$ cat src/rtl/mem_arb_pkg.sv
// Shared types and constants for the instruction/data memory arbiter.
// Port ids name the requester being served.
package mem_arb_pkg;

   localparam int ADDR_W_DEF = 32;
   localparam int DATA_W_DEF = 32;

   localparam logic PORT_I = 1'b0;
   localparam logic PORT_D = 1'b1;

   typedef enum logic [1:0] {
      IDLE,
      BUSY_I,
      BUSY_D,
      RESP
   } arb_state_e;

endpackage

$ cat src/rtl/mem_arb_req_latch.sv
// Enable-loaded request register; holds we/addr/wdata
// stable on the memory port for the whole access.
module mem_arb_req_latch
   import mem_arb_pkg::*;
#(
   parameter int ADDR_W = ADDR_W_DEF,
   parameter int DATA_W = DATA_W_DEF
) (
   input  logic              clk_i,
   input  logic              rst_n_i,
   input  logic              load_i,
   input  logic              we_i,
   input  logic [ADDR_W-1:0] addr_i,
   input  logic [DATA_W-1:0] wdata_i,
   output logic              we_o,
   output logic [ADDR_W-1:0] addr_o,
   output logic [DATA_W-1:0] wdata_o
);

   logic              we_q;
   logic [ADDR_W-1:0] addr_q;
   logic [DATA_W-1:0] wdata_q;

   always_ff @(posedge clk_i) begin
      if (!rst_n_i) begin
         we_q    <= 1'b0;
         addr_q  <= '0;
         wdata_q <= '0;
      end else if (load_i) begin
         we_q    <= we_i;
         addr_q  <= addr_i;
         wdata_q <= wdata_i;
      end
   end

   assign we_o    = we_q;
   assign addr_o  = addr_q;
   assign wdata_o = wdata_q;

endmodule

$ cat src/rtl/mem_arbiter.sv
// Shares one memory port between fetch and data stages.
// MEM_ARB_RR_EN: alternate winner on simultaneous requests.
module mem_arbiter
   import mem_arb_pkg::*;
#(
   parameter int ADDR_W = ADDR_W_DEF,
   parameter int DATA_W = DATA_W_DEF
) (
   input  logic              clk_i,
   input  logic              rst_n_i,
   input  logic              if_req_i,
   input  logic [ADDR_W-1:0] if_addr_i,
   output logic [DATA_W-1:0] if_rdata_o,
   output logic              if_ready_o,
   input  logic              d_req_i,
   input  logic              d_we_i,
   input  logic [ADDR_W-1:0] d_addr_i,
   input  logic [DATA_W-1:0] d_wdata_i,
   output logic [DATA_W-1:0] d_rdata_o,
   output logic              d_ready_o,
   output logic              mem_req_o,
   output logic              mem_we_o,
   output logic [ADDR_W-1:0] mem_addr_o,
   output logic [DATA_W-1:0] mem_wdata_o,
   input  logic [DATA_W-1:0] mem_rdata_i,
   input  logic              mem_ack_i,
   output logic              stall_o
);

   arb_state_e        state_q, state_d;
   logic              port_q, port_d;
   logic [DATA_W-1:0] if_rdata_q, if_rdata_d;
   logic [DATA_W-1:0] d_rdata_q, d_rdata_d;
   logic              load;
   logic              pick_data;
   logic              lat_we;

`ifdef MEM_ARB_RR_EN
   logic last_q, last_d;

   // On a collision, serve whichever port lost the previous one
   assign pick_data = (if_req_i & d_req_i) ? (last_q == PORT_I)
                                           : d_req_i;
`else
   assign pick_data = d_req_i;
`endif

   mem_arb_req_latch #(
      .ADDR_W (ADDR_W),
      .DATA_W (DATA_W)
   ) u_latch (
      .clk_i   (clk_i),
      .rst_n_i (rst_n_i),
      .load_i  (load),
      .we_i    (pick_data & d_we_i),
      .addr_i  (pick_data ? d_addr_i : if_addr_i),
      .wdata_i (pick_data ? d_wdata_i : '0),
      .we_o    (lat_we),
      .addr_o  (mem_addr_o),
      .wdata_o (mem_wdata_o)
   );

   always_ff @(posedge clk_i) begin
      if (!rst_n_i) begin
         state_q    <= IDLE;
         port_q     <= PORT_I;
         if_rdata_q <= '0;
         d_rdata_q  <= '0;
      end else begin
         state_q    <= state_d;
         port_q     <= port_d;
         if_rdata_q <= if_rdata_d;
         d_rdata_q  <= d_rdata_d;
      end
   end

`ifdef MEM_ARB_RR_EN
   always_ff @(posedge clk_i) begin
      if (!rst_n_i) begin
         last_q <= PORT_I;
      end else begin
         last_q <= last_d;
      end
   end
`endif

   always_comb begin
      state_d    = state_q;
      port_d     = port_q;
      if_rdata_d = if_rdata_q;
      d_rdata_d  = d_rdata_q;
      load       = 1'b0;
      mem_req_o  = 1'b0;
      mem_we_o   = 1'b0;
      if_ready_o = 1'b0;
      d_ready_o  = 1'b0;
`ifdef MEM_ARB_RR_EN
      last_d     = last_q;
`endif
      unique case (state_q)
         IDLE: begin
            if (d_req_i | if_req_i) begin
               load    = 1'b1;
               port_d  = pick_data ? PORT_D : PORT_I;
               state_d = pick_data ? BUSY_D : BUSY_I;
`ifdef MEM_ARB_RR_EN
               if (if_req_i & d_req_i) begin
                  last_d = pick_data ? PORT_D : PORT_I;
               end
`endif
            end
         end
         BUSY_I: begin
            mem_req_o = 1'b1;
            if (mem_ack_i) begin
               if_rdata_d = mem_rdata_i;
               state_d    = RESP;
            end
         end
         BUSY_D: begin
            mem_req_o = 1'b1;
            mem_we_o  = lat_we;
            if (mem_ack_i) begin
               if (!lat_we) begin
                  d_rdata_d = mem_rdata_i;
               end
               state_d = RESP;
            end
         end
         RESP: begin
            if_ready_o = (port_q == PORT_I);
            d_ready_o  = (port_q == PORT_D);
            state_d    = IDLE;
         end
         default: state_d = IDLE;
      endcase
   end

   assign if_rdata_o = if_rdata_q;
   assign d_rdata_o  = d_rdata_q;
   assign stall_o    = (if_req_i & ~if_ready_o)
                     | (d_req_i & ~d_ready_o);

endmodule

$ cat config.mk
export PLATFORM = sky130hd
export DESIGN_NAME = mem_arbiter
export DESIGN_NICKNAME = d
export VERILOG_FILES = /design/src/rtl/mem_arb_pkg.sv /design/src/rtl/mem_arb_req_latch.sv /design/src/rtl/mem_arbiter.sv
export SDC_FILE = /design/constraint.sdc
export NUM_CORES = 1
export LEC_CHECK = 0
export ABC_CLOCK_PERIOD_IN_PS = 2200
export BUFFER_PORTS_ARGS = -buffer_cell sky130_fd_sc_hd__buf_4
export CORE_MARGIN = 4
export CORE_UTILIZATION = 46
export DETAILED_ROUTE_END_ITERATION = 10
export PLACE_DENSITY_LB_ADDON = 0.12
export SYNTH_ARGS = -nofsm -noshare
export SYNTH_HDL_FRONTEND = slang
export SYNTH_SLANG_ARGS = --single-unit
export TNS_END_PERCENT = 100
$ cat constraint.sdc
create_clock -name clk_i -period 2.2 [get_ports clk_i]
set_input_delay 0.66 -clock clk_i [delete_from_list [all_inputs] [get_ports clk_i]]
set_output_delay 0.66 -clock clk_i [all_outputs]
set_load 0.005 [all_outputs]
After elaboration in Yosys (flattened, before gate mapping) --
Cells that the tools add are included.
Storage, ports and cells: logic and storage cells 40, input bits 134, memories kept 0, ROM bits 0, latch bits 0, register bits 132, output and inout port bits 133, RAM bits 0
Operators by class: add/subtract/negate cells 0, multipliers 0, bitwise operators 9, reduce and logical (&&, ||, !) cells 6, eq/ne operators 5, divide/modulo/power cells 0, mux-type cells 13, shift-type cells 0, magnitude comparators 0
Operators with widths (number):
- 2-to-1 mux 32 bit | 2
- 2-to-1 mux 1 bit | 7
- 2-to-1 mux 2 bit | 3
- one-hot mux 2 bit (3 select lines) | 1
- AND reduction 2 bit | 3
- == test 2 bit (second input constant) | 2
- NOT 1 bit | 4
- AND 1 bit | 3
- AND reduction 3 bit | 1
- == test 2 x 1 -> 1 bit (second input constant) | 1
- zero test 2 bit | 1
- != test 2 x 1 -> 1 bit (second input constant) | 1
- != test 2 bit (second input constant) | 1
- bitwise OR 1 bit | 2
- OR reduction 2 bit | 1

Logic depth before layout (Yosys ltp) --
Gate-level depths: netlist of run 1.
word-level depth 5, depth in mapped cells 8, depth with buffers taken out 5

Modules after synthesis --
A second synthesis of run 1 with hierarchy kept.
Second synthesis, totals: cell total of the unflattened synthesis 592, area, all modules 5672.9 µm²
Modules (own cells, without submodules):
- mem_arbiter | area each 3168.0 µm², sequential area each 1341.3 µm², instances 1, cells each 383
- mem_arb_req_latch | area each 2504.9 µm², sequential area each 1301.2 µm², instances 1, cells each 209

Least setup slack after synthesis of run 1 --
Ideal clock, no wire load.
path kind input -> output, start point in d_req_i, end point out stall_o, path slack 0.190 ns, arrival time 1.350 ns, stages 4, required time 1.540 ns, path buffers 3, cell sequence buf_4 > buf_4 > buf_2 > a2bb2oi_1
Between the ends: longest elaborated chain between the ends 2
Ends and longest elaborated chain:
- start, declared | line mem_arbiter.sv:15 | input logic d_req_i,
- AND 1 bit | line mem_arbiter.sv:142 | | (d_req_i & ~d_ready_o);
- bitwise OR 1 bit | line mem_arbiter.sv:142
- end, declared | line mem_arbiter.sv:27 | output logic stall_o
Every way passes these cells.

Worst setup path in the final report of run 1 --
start point reg state_q[0], end point out stall_o
Between the ends: longest elaborated chain between the ends 5, elaborated cells between the ends (all ways) 8, classes of those cells eq/ne: 1; mux: 2; bitwise: 5
Ends and longest elaborated chain:
- start, declared | line mem_arbiter.sv:30 | arb_state_e state_q, state_d;
- start signal, assigned | line mem_arbiter.sv:70 | state_q <= state_d;
- == test 2 bit (*) | line mem_arbiter.sv:100 | unique case (state_q)
- 2-to-1 mux 1 bit | line mem_arbiter.sv:100
- NOT 1 bit, on equally long branches | line mem_arbiter.sv:141, mem_arbiter.sv:142
- AND 1 bit, on equally long branches | line mem_arbiter.sv:141, mem_arbiter.sv:142
- bitwise OR 1 bit (*) | line mem_arbiter.sv:142
Every way passes the cells marked *; elsewhere a longest branch is shown, timed or not.

==> metrics.yaml, run 1 <==
drt:
  vias: 5112
  first_iter_violations: 390
  wl_per_cell_um: 16.01
  vias_per_cell: 5.117
  wl_um: 15990
  drtAntennaViolNets: 0
  dr.pass1.iters: 4
  drcViolationCount: 0
cts:
  path_clk_slew_ns: 0.05
  post_cts_buffers: 0
  root_buffer: "clkbuf_16"
  numCtsBuffers: 17
  cts_buffer_depth: 2
  cts_tree: "yes"
  clk_latency_ns: 0.41
  cts_hold_buffers: 0
  cts_sinks: 132
  cts_resized: 0
  htree_levels: 4
logic_synthesis:
  synth-edff-count: 0
  ys_types: 28
  syn_area_um2: 5304
  async_reset_ff_share_pct: 0
  synthTopCellsByArea: "dfxtp_1, nand2_1, a211oi_2"
  synth_nets: 740
  synthTopCellsByCount: "nand2_1, dfxtp_1, a21oi_1"
  synth-simple-area-share_pct: 18.33
  synth_seq_cells: 132
  muxShareOfSynthArea_pct: 6.039
  ys_seq_area_share_pct: 49.82
  yosys.area.top_type_share_pct: 49.82
  synthAdderAreaFrac_pct: 1.180
  syn_inst: 601
  synth_top_flop_cell: "dfxtp_1"
  yosysWarnings: 0
  yosysMostFrequentCell: "nand2_1"
  synth_top_area_cell: "dfxtp_1"
  synth_compound_area_share_pct: 19.06
  yosys.area_share.xor_xnor_pct: 0
  synth_top_family_by_area: "compound AO/OA/AOI/OAI gates"
  synth_area_per_cell_um2: 8.825
die:
  ios: 267
  die_y_um: 115.4
  row_count: 38
  die-area_um2: 13310
  initial_utilization_pct: 47.88
  die_x_um: 115.4
  core_um2: 11080
layout:
  multi_input_area_um2: 2367
  area_delta_synth_final_pct: 49.89
  drive_above_1_share_pct: 39.93
  seq_area_um2: 2644
  num_antenna_cells: 0
  fillers: 865
  fin_nets: 986
grt:
  grt_usage_pct: 23.56
  grt_max_degree: 65
  antenna_found_initial: 0
  overflow: 0
  grt_pass1_vias: 5008
  grt_pass1_wl_um: 24610
sta:
  tns_ns: 0
  fin_ws_ns: 0.08844
  finalHoldViolCount: 0
  fin_crit_ns: 2.112
  post-route-period-util_pct: 95.98
  tightest_slew_ns: 0.5385
  rsz0062_at_grt: "false"
  finalClockSkew_ns: 0.008197
  finalSetupViolCount: 0
  max_slew_margin_pct: 64.10
  max_freq_mhz: 473.6
  whs_ns: 0.4502
  slew_violations: 0
power:
  leakagePower_nw: 3.537
  switching_share_pct: 31.19
  power_frac_seq_pct: 35.3
  clkPwrFrac_pct: 33.9
  peakVddDrop_uv: 628.3
  powerDensity_nw_per_um2: 1097
  combPwrFrac_pct: 30.8
  power.total_mw: 8.721
  switching_power_mw: 2.720
  power.internal_mw: 6.001
worst_setup_path:
  worstPathCellList: "ha_1 -> nor2b_1 -> nor2_1 -> a2bb2oi_1 -> buf_4"
  required_ns: 1.54
  startpoint_type: "flip-flop"
  critical_path.max_fanout: 3
  cp_slowest_cell: "dfxtp_2"
  cpPeakStageDelay_ns: 0.33
  critical_path_class: "reg2out"
  worstSetupEndpointType: "output port"
  crit_arrival_ns: 1.45
placed_design:
  hpwl_um: 11680
  io_buffers: 266
  gp_congestion: 0.8099
  dp_worst_setup_slack_ns: 0.3126
run_status:
  outcome: "complete, no violations"
run:
  max_cap_viol_count: 0
hold_path:
  hp-class: "reg2reg"
## cell usage in the layout, fill, tap and decap left out
cell type,instances
a21boi_1,26
inv_4,1
clkbuf_8,4
o211a_1,1
o21ai_2,1
clkinv_4,1
nor2_1,32
a211oi_2,31
clkinv_2,1
buf_4,274
buf_12,3
dfxtp_2,1
nor2b_1,3
clkinvlp_4,2
nor3b_1,1
mux2i_1,32
bufinv_16,3
or2_1,1
a2111oi_0,2
a2bb2oi_1,1
nand2_1,165
ha_1,5
a21oi_1,72
clkbuf_16,17
o21a_2,1
inv_1,4
and3b_1,1
a211oi_1,2
dfxtp_1,131
nand3b_1,1
inv_6,3
nand3_1,33
and2_1,3
## logic make-up after synthesis
family,after synthesis
multiplexers,32
buffers and inverters,55
AND/OR/NAND/NOR,240
AO/OA/AOI/OAI,137
adder cells (fa/ha/maj),5
flip-flops,132
## power groups by stage
stage          Clock (mW)  Combinational, mW  Sequential, mW
2_1_floorplan           0               1.58            3.13
3_3_place_gp            0               2.63            3.10
3_5_place_dp            0               2.71            3.12
4_1_cts              3.01               2.72            3.08
5_1_grt              3.12               2.97            3.13
6_report             2.96               2.68            3.08
## final timing paths
kind / start / to / slack [ns] / cells after the start
worst min-delay path: u_latch.wdata_o[31]$_SDFFE_PN0P_ / u_latch.wdata_o[31]$_SDFFE_PN0P_ / 0.45 / 2
worst max-delay path: state_q[0]$_SDFFE_PN0P_ / stall_o / 0.09 / 5
worst min register to register: u_latch.wdata_o[31]$_SDFFE_PN0P_ / u_latch.wdata_o[31]$_SDFFE_PN0P_ / 0.45 / 2
worst max register to register: state_q[0]$_SDFFE_PN0P_ / u_latch.addr_o[18]$_SDFFE_PN0P_ / 0.58 / 6
## cell type report
type / instances / area share (%)
Tap cell: 140 / 2.203
Sequential cell: 132 / 33.25
Clock inverter: 10 / 1.826
Timing Repair Buffer: 277 / 26.63
Clock buffer: 21 / 6.043
Multi-Input combinational cell: 414 / 29.78
Inverter: 5 / 0.2675
## routing by layer
metal / track usage, % / up-vias / share of wire (%)
met3: 8.474 / 32 / 9.7
met1: 26.88 / 2352 / 38
met5: 0 / - / 0
met2: 40.05 / 218 / 50
li1: - / 2510 / -
met4: 9.624 / 0 / 2.8
## critical path, delay by kind of cell (launching register included)
family	cells	cell delay, ns
AO/OA/AOI/OAI	1	0.16
adder cells (fa/ha/maj)	1	0.20
buffers and inverters	1	0.14
AND/OR/NAND/NOR	2	0.22
flip-flops	1	0.33
## flip-flops by register name, summed over array words and instances (netlist names)
name,count
u_latch.addr_o,32
port_q,1
if_rdata_o,32
u_latch.wdata_o,32
u_latch.we_o,1
d_rdata_o,32
state_q,2
## metrics by stage
| stage | util, % | instances | area [µm²] |
|---|---|---|---|
| floorplan | - | 601 | 5304 |
| global placement | 66.11 | 968 | 7323 |
| detailed placement | 66.11 | 968 | 7323 |
| CTS | 71.75 | 999 | 7949 |
| global route | 71.76 | 999 | 7950 |
| finish | 71.76 | 999 | 7950 |
(Power assumes the default switching activity.)
==> run 2, diff against run 1 <==
CELL_PAD_IN_SITES_DETAIL_PLACEMENT = 1   (was not set)
CELL_PAD_IN_SITES_GLOBAL_PLACEMENT = 1   (was not set)
CORE_UTILIZATION = 32   (was 46)
==> run 2 against run 1 <==
Net effect:
- sequential share of layout area decreased by 0.37 points
- flip-flop and latch count unchanged
- fmax increased by 0.52%
- worst setup slack gained 0.011 ns
- critical endpoint unchanged
- largest cell class unchanged
==> metrics.yaml, run 2 (same netlist as run 1, synthesis figures left out) <==
power:
  powerDensity_nw_per_um2: 1072  # -2.3%
  power.total_mw: 8.614  # -1.2%
  peakVddDrop_uv: 573.6  # -8.7%
  leakagePower_nw: 3.538  # about the same
sta:
  finalHoldViolCount: 0  # unchanged
  tns_ns: 0  # unchanged
  tightest_slew_ns: 0.4868  # -0.05174 ns
  fin_crit_ns: 2.101  # -0.01083 ns
  max_slew_margin_pct: 66.71  # +2.6 points
  slew_violations: 0  # unchanged
  rsz0062_at_grt: "false"
  post-route-period-util_pct: 95.49  # -0.49 points
  finalClockSkew_ns: 0.006615  # -0.001582 ns
  finalSetupViolCount: 0  # unchanged
  max_freq_mhz: 476.0  # +0.52%
hold_path:
  worstHoldStart: "u_latch.wdata_o[11]$_SDFFE_PN0P_"
  hp-class: "reg2reg"
  whs_path_depth: 2  # unchanged
  hold_path_end: "u_latch.wdata_o[11]$_SDFFE_PN0P_"
worst_setup_path:
  critical_path_class: "reg2out"
  rrSetupSlack_ns: 0.40  # -0.18 ns
  r2r_start: "state_q[1]$_SDFFE_PN0P_"
  required_ns: 1.54  # about the same
  r2r_end: "u_latch.wdata_o[12]$_SDFFE_PN0P_"
  critical_path.max_fanout: 3  # unchanged
  worstSetupEndpointType: "output port"
  ff2ff_path_depth: 7  # +1
  startpoint_type: "flip-flop"
  crit_arrival_ns: 1.44  # about the same
die:
  core_um2: 16060  # +45%
  row_count: 46  # +21%
  die-area_um2: 18700  # +40%
  ios: 267  # unchanged
  die_x_um: 136.7  # +19%
  initial_utilization_pct: 33.03  # -15 points
  die_y_um: 136.7  # +19%
placed_design:
  dp.cells: 1048  # +8.3%
  io_buffers: 266  # unchanged
  gp_congestion: 0.7858  # -3.0%
  hpwl_um: 13850  # +19%
drt:
  wl_met3_um: 1499  # -3.6%
  vias_per_cell: 4.803  # -6.1%
  wl_met2_um: 9353  # +18%
  drcViolationCount: 0  # unchanged
  wl_per_cell_um: 17.18  # +7.3%
  dr.pass1.iters: 4  # unchanged
  drt-met1-wl_um: 7062  # +17%
  drtAntennaViolNets: 0  # unchanged
  first_iter_violations: 187  # -52%
  vias: 5178  # +1.3%
  topRoutingLayerUsed: "met4"
  wl_um: 18520  # +16%
layout:
  mostFrequentLayoutCells: "buf_4, nand2_1, dfxtp_1, a21oi_1, nand3_1"
  fin_cells: 1078  # +7.9%
  utilization_pct: 50.06  # -22 points
  drive_above_1_share_pct: 39.91  # about the same
  area_delta_synth_final_pct: 51.57
  num_antenna_cells: 0  # unchanged
  fin_nets: 990  # +0.41%
  final_common_cell: "buf_4"
grt:
  overflow: 0  # unchanged
  grt_max_degree: 43  # -34%
  antenna_found_initial: 0  # unchanged
  grt_usage_pct: 19.71  # -3.9 points
  grt_pass1_vias: 5622  # +12%
  grt_pass1_wl_um: 28750  # +17%
cts:
  cts_tree: "yes"
  numCtsBuffers: 17  # unchanged
  post_cts_buffers: 0  # unchanged
  cts_buffer_depth: 2  # unchanged
  root_buffer: "clkbuf_16"
  clk_latency_ns: 0.41  # about the same
  htree_levels: 4  # unchanged
  path_clk_slew_ns: 0.06  # about the same
  cts_sinks: 132  # unchanged
run_status:
  outcome: "complete, no violations"
run:
  max_cap_viol_count: 0  # unchanged
-- run 2: how the worst max path moves through the flow --
stage                                 start       to  slack (ns)  depth (start not counted)
floorplan                           d_req_i  stall_o        0.19                          4
global placement                   if_req_i  stall_o        0.32                          5
detailed placement                 if_req_i  stall_o        0.30                          5
CTS                 state_q[0]$_SDFFE_PN0P_  stall_o        0.03                          5
global route        state_q[0]$_SDFFE_PN0P_  stall_o        0.03                          5
finish              state_q[0]$_SDFFE_PN0P_  stall_o         0.1                          5
-- run 2: metal layers --
metal | track usage [%] | vias up
li1 | - | 2515
met1 | 21.47 | 2450
met2 | 34.39 | 175
met3 | 6.949 | 38
met4 | 8.735 | 0
met5 | 0 | -
-- run 2: report_power, final --
part           internal, mW  switching, mW
Clock                  1.74          0.968
Sequential             2.84          0.246
Combinational          1.30           1.52
-- run 2: cell type report --
cell class,instances,area (µm²)
clock buffers,25,485.5
clock inverters,5,75.07
fillers,1877,8019
inverters,5,21.27
multi-input cells,414,2384
flip-flops and latches,132,2644
well taps,216,270.3
repair buffers,281,2160
-- run 2: what timing repair did --
item                                    CTS  global route
hold buffers                              0             0
gates resized for setup                   0             5
endpoints found under the hold margin     0             0
endpoints found under the setup margin    0             1
-- run 2: critical path: stages, from the launching register on --
cell,delay (ns)
dfxtp_2,0.32
ha_1,0.20
nor2b_4,0.13
nor2_2,0.11
a2bb2oi_2,0.13
buf_4,0.13
-- run 2: per-stage QoR --
stage | hold slack (ns) | setup slack [ns] | area, µm²
6_report | 0.4487 | 0.09928 | 8039
5_1_grt | 0.4753 | 0.02843 | 8039
4_1_cts | 0.4518 | 0.02750 | 8021
3_5_place_dp | 0.4439 | 0.2988 | 7461
3_3_place_gp | 0.4408 | 0.3152 | 7461
2_1_floorplan | 0.4427 | 0.1903 | 5304
